### src/rtl/elevator_controller.sv
// Three-floor elevator controller: latches floor requests, serves them with a
// direction-preserving sweep, times travel and door dwell, and freezes on SOS.
module elevator_controller #(
    parameter int TRAVEL_TICKS = 3,
    parameter int DOOR_TICKS   = 5
) (
    input  logic clk,
    input  logic rst_n,
    input  logic sos_button,
    input  logic weight_sensor,
    input  logic st_floor_button,
    input  logic nd_floor_button,
    input  logic rd_floor_button,
    output logic st_floor_led,
    output logic nd_floor_led,
    output logic rd_floor_led,
    output logic door_status_led,
    output logic sos_led,
    output logic emergency_led,
    output logic weight_led
);

    localparam int MAX_TICKS = (TRAVEL_TICKS > DOOR_TICKS) ? TRAVEL_TICKS : DOOR_TICKS;
    localparam int CW = $clog2(MAX_TICKS + 1);
    localparam logic [CW-1:0] TRAVEL_LAST = CW'(TRAVEL_TICKS - 1);
    localparam logic [CW-1:0] DOOR_LAST   = CW'(DOOR_TICKS - 1);

    typedef enum logic [1:0] {IDLE, MOVE_UP, MOVE_DN, DOOR_OPEN} state_t;

    // Floors and requests are one-hot, bit 0 = floor 1, bit 2 = floor 3.
    state_t          state_q, state_d;
    logic [2:0]      floor_q, floor_d;
    logic [2:0]      req_q, req_d;
    logic [CW-1:0]   cnt_q, cnt_d;
    logic            dir_up_q, dir_up_d;
    logic            emerg_q;
    logic            sos_prev_q;
    logic            weight_q;

    logic            sos_edge;
    logic            freeze;
    logic [2:0]      btn;
    logic [2:0]      next_floor;

    function automatic logic [2:0] above_mask(input logic [2:0] f);
        return {f[1] | f[0], f[0], 1'b0};
    endfunction

    function automatic logic [2:0] below_mask(input logic [2:0] f);
        return {1'b0, f[2], f[2] | f[1]};
    endfunction

    assign sos_edge   = sos_button & ~sos_prev_q;
    assign freeze     = emerg_q | sos_edge;
    assign btn        = {rd_floor_button, nd_floor_button, st_floor_button};
    assign next_floor = (state_q == MOVE_DN) ? {1'b0, floor_q[2:1]} : {floor_q[1:0], 1'b0};

    always_comb begin
        state_d  = state_q;
        floor_d  = floor_q;
        cnt_d    = cnt_q;
        dir_up_d = dir_up_q;
        req_d    = req_q;
        if (!freeze) begin
            req_d = req_q | btn;
            case (state_q)
                IDLE: begin
                    cnt_d = '0;
                    if (|(req_q & floor_q)) begin
                        state_d = DOOR_OPEN;
                        req_d   = req_d & ~floor_q;
                    end else if (|(req_q & above_mask(floor_q)) &&
                                 (dir_up_q || !(|(req_q & below_mask(floor_q))))) begin
                        state_d  = MOVE_UP;
                        dir_up_d = 1'b1;
                    end else if (|(req_q & below_mask(floor_q))) begin
                        state_d  = MOVE_DN;
                        dir_up_d = 1'b0;
                    end
                end
                MOVE_UP, MOVE_DN: begin
                    if (cnt_q == TRAVEL_LAST) begin
                        cnt_d   = '0;
                        floor_d = next_floor;
                        if (|(req_q & next_floor)) begin
                            state_d = DOOR_OPEN;
                            req_d   = req_d & ~next_floor;
                        end else if (!(|(req_q & ((state_q == MOVE_UP) ? above_mask(next_floor)
                                                                      : below_mask(next_floor))))) begin
                            state_d = IDLE;
                        end
                    end else begin
                        cnt_d = cnt_q + CW'(1);
                    end
                end
                DOOR_OPEN: begin
                    // A press for the open floor is absorbed and just restarts the dwell.
                    req_d = req_d & ~floor_q;
                    if (weight_sensor || |(btn & floor_q)) begin
                        cnt_d = '0;
                    end else if (cnt_q == DOOR_LAST) begin
                        state_d = IDLE;
                        cnt_d   = '0;
                    end else begin
                        cnt_d = cnt_q + CW'(1);
                    end
                end
                default: state_d = IDLE;
            endcase
        end
    end

    always_ff @(posedge clk) begin
        if (!rst_n) begin
            state_q    <= IDLE;
            floor_q    <= 3'b001;
            req_q      <= '0;
            cnt_q      <= '0;
            dir_up_q   <= 1'b1;
            emerg_q    <= 1'b0;
            // Track the button through reset so a press held across release is not an edge.
            sos_prev_q <= sos_button;
            weight_q   <= 1'b0;
        end else begin
            state_q    <= state_d;
            floor_q    <= floor_d;
            req_q      <= req_d;
            cnt_q      <= cnt_d;
            dir_up_q   <= dir_up_d;
            emerg_q    <= emerg_q ^ sos_edge;
            sos_prev_q <= sos_button;
            weight_q   <= weight_sensor;
        end
    end

    assign {rd_floor_led, nd_floor_led, st_floor_led} = floor_q;
    assign door_status_led = (state_q == DOOR_OPEN);
    assign sos_led         = emerg_q;
    assign emergency_led   = emerg_q | (weight_sensor & (state_q == DOOR_OPEN));
    assign weight_led      = weight_q;

    a_floor_onehot: assert property (@(posedge clk) disable iff (!rst_n) $onehot(floor_q));
    a_no_up_at_top: assert property (@(posedge clk) disable iff (!rst_n)
                                     !(state_q == MOVE_UP && floor_q[2]));
    a_no_dn_at_bot: assert property (@(posedge clk) disable iff (!rst_n)
                                     !(state_q == MOVE_DN && floor_q[0]));

endmodule
### config.mk
export PLATFORM = sky130hd
export DESIGN_NAME = elevator_controller
export DESIGN_NICKNAME = d
export VERILOG_FILES = /design/src/rtl/elevator_controller.sv
export SDC_FILE = /design/constraint.sdc
export NUM_CORES = 1
export LEC_CHECK = 0
export CAP_MARGIN = 20
export CORE_MARGIN = 2
export CORE_UTILIZATION = 49
export CTS_CLUSTER_SIZE = 10
export DETAILED_ROUTE_END_ITERATION = 10
export GPL_TIMING_DRIVEN = 0
export PLACE_DENSITY = 0.75
export SETUP_SLACK_MARGIN = 0.4
export SKIP_LAST_GASP = 1
export SYNTH_ARGS = -nofsm -noshare
export SYNTH_HDL_FRONTEND = slang
export SYNTH_SLANG_ARGS = --single-unit
### constraint.sdc
create_clock -name clk -period 2.3 [get_ports clk]
set_clock_uncertainty 0.2 [all_clocks]
set_input_delay 0.345 -clock clk [delete_from_list [all_inputs] [get_ports clk]]
set_output_delay 0.345 -clock clk [all_outputs]
set_load 0.05 [all_outputs]
==> results.md <==
- Status: finished clean
- Final ANT Viol Nets: 0
- Total power: 0.001520 W
- First-pass GRT wire length: 4726 um
- Commonest non-fill, non-tap cell in the layout: nand2_1
- Peak VDD IR: 0.6396 mV
- Unrepaired setup endpoints after global routing: true
- Number of antenna diodes: 0
- Critical R2R Launch: state_q[0]$_SDFFE_PN0P_
- Cts bufs inserted: 3
- IO buf count: 13
- Critical Path Fanout Max: 3
- Fin crit share: 94.20%
- Clock-pin slew on the worst setup and hold paths: 0.09 ns
- Core area: 2170 sq um
- Flip-flop and latch count after synthesis: 15
- Sequential fraction of the synthesis area: 27.46%
- DRT iter0 DRCs: 41
- Routed len/inst: 16.74 um
- Residual DRC: 0
- CTS tree: built
- Routed WL: 3215 um
- Yosys top cell by area: dfxtp_1
- Largest net degree at the start of global routing: 11
- Hold Path Class: reg -> reg
- Vias in the first global route: 1031
- PD cells: 960.4 nW/um^2
- Critical Path End Type: flop
- CP Launch Point: state_q[0]$_SDFFE_PN0P_
- Yosys top cell area share: 27.46%
- Rows: 17
- Worst endpoint required time: 2.32 ns
- Final nets: 182
- CP startpoint kind: flop
- Clk_lat worst skew: 0.29 ns
- Top post-synthesis cells by area: dfxtp_1, ha_1, nand2_1, a21oi_1, and2_1
- Fill cells: 182
- Post-Syn Instances: 130
- Cell area after synthesis: 1094 sq um
- Final Cell Area: 1583 sq um
- Max-Cap Viols: 0
- R2r setup slk: 0.13 ns
- Vias: 1112
- Post-route minimum period: 2.167 ns
- Num Clock Sinks: 15
- Worst min-delay path startpoint: cnt_q[2]$_SDFFE_PN0P_
- Final slew viol count: 0
- Ratio of cells with drive above 1 in the final layout: 34.15%
- Max-slew headroom: 67.05%
- Area Overhead vs Synth: 44.74%
- Post-synthesis cell type count: 42
- GRT Overall Usage: 24.72%
- Synth Area per Inst: 8.412 sq um
- Fmax: 0.4616 GHz
- H-tree depth: 1
- Yosys warnings: 0
- Clock buffer depth: 2
- Antenna violations before repair: 0
- DP HPWL: 1922 um
- GPL Wtd Cong: 0.9499
- Critical Path AT: 2.19 ns
- Async SR Flop Fraction: 0%
- Post-Syn Nets: 147
- Post-DP Area: 1296 sq um
- CTS root buffer: clkbuf_4
- Most used DFF post-synth: dfxtp_1
- Via-per-instance ratio: 5.792
- Crit path cell chain: inv_6 > ha_4 > mux2_4 > a2bb2oi_2 > o2111a_2 > a2111oi_4 > mux2i_1
- Final-report hold violation count: 0
- Worst slew pin tran: 0.4962 ns
- Slowest CP cell: dfxtp_4
- Height of the die: 51.24 um
- Post-synth EDFFs: 0
- I/O pin cnt: 14
- Initial Utilization: 50.40%
- Most frequent cells in the layout: nand2_1, buf_4, dfxtp_1, inv_1
- Die Area: 2626 sq um
- Die width: 51.24 um
- Setup violations, final: 0
- Largest stage delay on the critical path: 0.38 ns
- Leak: 0.6726 nW
- Initial DRT Pass Iterations: 4
- Grt ovf: 0
- Worst Setup Path Type: reg -> reg
## power by group
part           total [W]  leakage [nW]  switching (W)  internal (W)
combinational   0.000990         0.532       0.000470      0.000521
clock           0.000159        0.0150      0.0000911     0.0000675
sequential      0.000371         0.125      0.0000640      0.000307
total            0.00152         0.673       0.000625      0.000895
## per-stage QoR
stage	utilization (%)	setup slack (ns)	hold slack [ns]	TNS [ns]	cells
floorplan	-	0.2111	0.1727	0	130
finish	72.95	0.1335	0.3103	0	192
global route	72.95	0.06619	0.3540	0	192
CTS	64.76	0.07253	0.3201	0	183
detailed placement	59.75	-0.02804	0.3064	-0.05384	171
global placement	59.75	-0.03820	0.2921	-0.05931	171
## routing by layer
layer	up-vias	wire length (um)	GRT usage [%]	share of wire [%]
met5	-	0	0	0
met4	0	150	17.11	4.7
met1	520	1307	28.06	41
met2	40	1632	43.07	51
li1	537	-	-	-
met3	15	124	2.632	3.9
## synthesized netlist by cell type, types with 3 or more instances
master / n
inv_1: 10
a21boi_0: 3
nor2_1: 4
ha_1: 10
mux2i_1: 4
nand2b_1: 4
nand2_1: 17
o21ai_0: 7
and2_1: 7
a21oi_1: 10
dfxtp_1: 15
nor2b_1: 4
## kinds of logic after synthesis
group                    share of synthesized area (%)
AND/OR/NAND/NOR                                  20.82
multiplexers                                     6.064
buffers and inverters                            5.721
adder cells (fa/ha/maj)                          11.44
flip-flops                                       27.46
AO/OA/AOI/OAI                                    28.49
## state kept, by name (all words and copies together), names as in the netlist
name	flops
sos_led	1
floor_q	3
req_q	3
cnt_q	3
weight_led	1
dir_up_q	1
sos_prev_q	1
state_q	2
## worst max-delay path: cells and delay by family (launching register included)
kind / cells / cell delay [ns]
buffers and inverters: 1 / 0.04
multiplexers: 2 / 0.53
adder cells (fa/ha/maj): 1 / 0.15
flip-flops: 1 / 0.38
AO/OA/AOI/OAI: 3 / 0.78
## timing repair
action,CTS,global route
buffers inserted,8,8
gates resized for setup,17,33
endpoints found under the setup margin,15,12
pin swaps,6,20
endpoints found under the hold margin,0,1
hold buffers,0,1
## final cells by class
cell class | count | area (sq um) | area share, %
inverter | 10 | 46.29 | 2.925
buffer | 4 | 31.28 | 1.976
clock buffer | 4 | 26.28 | 1.660
sequential | 15 | 312.8 | 19.76
multi-input combinational | 101 | 867.1 | 54.78
timing repair buffer | 30 | 264.0 | 16.68
tap | 28 | 35.03 | 2.213
## worst paths after layout
check | endpoint | cells after the start
setup reg to reg | state_q[0]$_SDFFE_PN0P_ | 7
setup / recovery | state_q[0]$_SDFFE_PN0P_ | 7
hold / removal | cnt_q[2]$_SDFFE_PN0P_ | 2
hold reg to reg | cnt_q[2]$_SDFFE_PN0P_ | 2
Power figures use the tool's default switching activity.
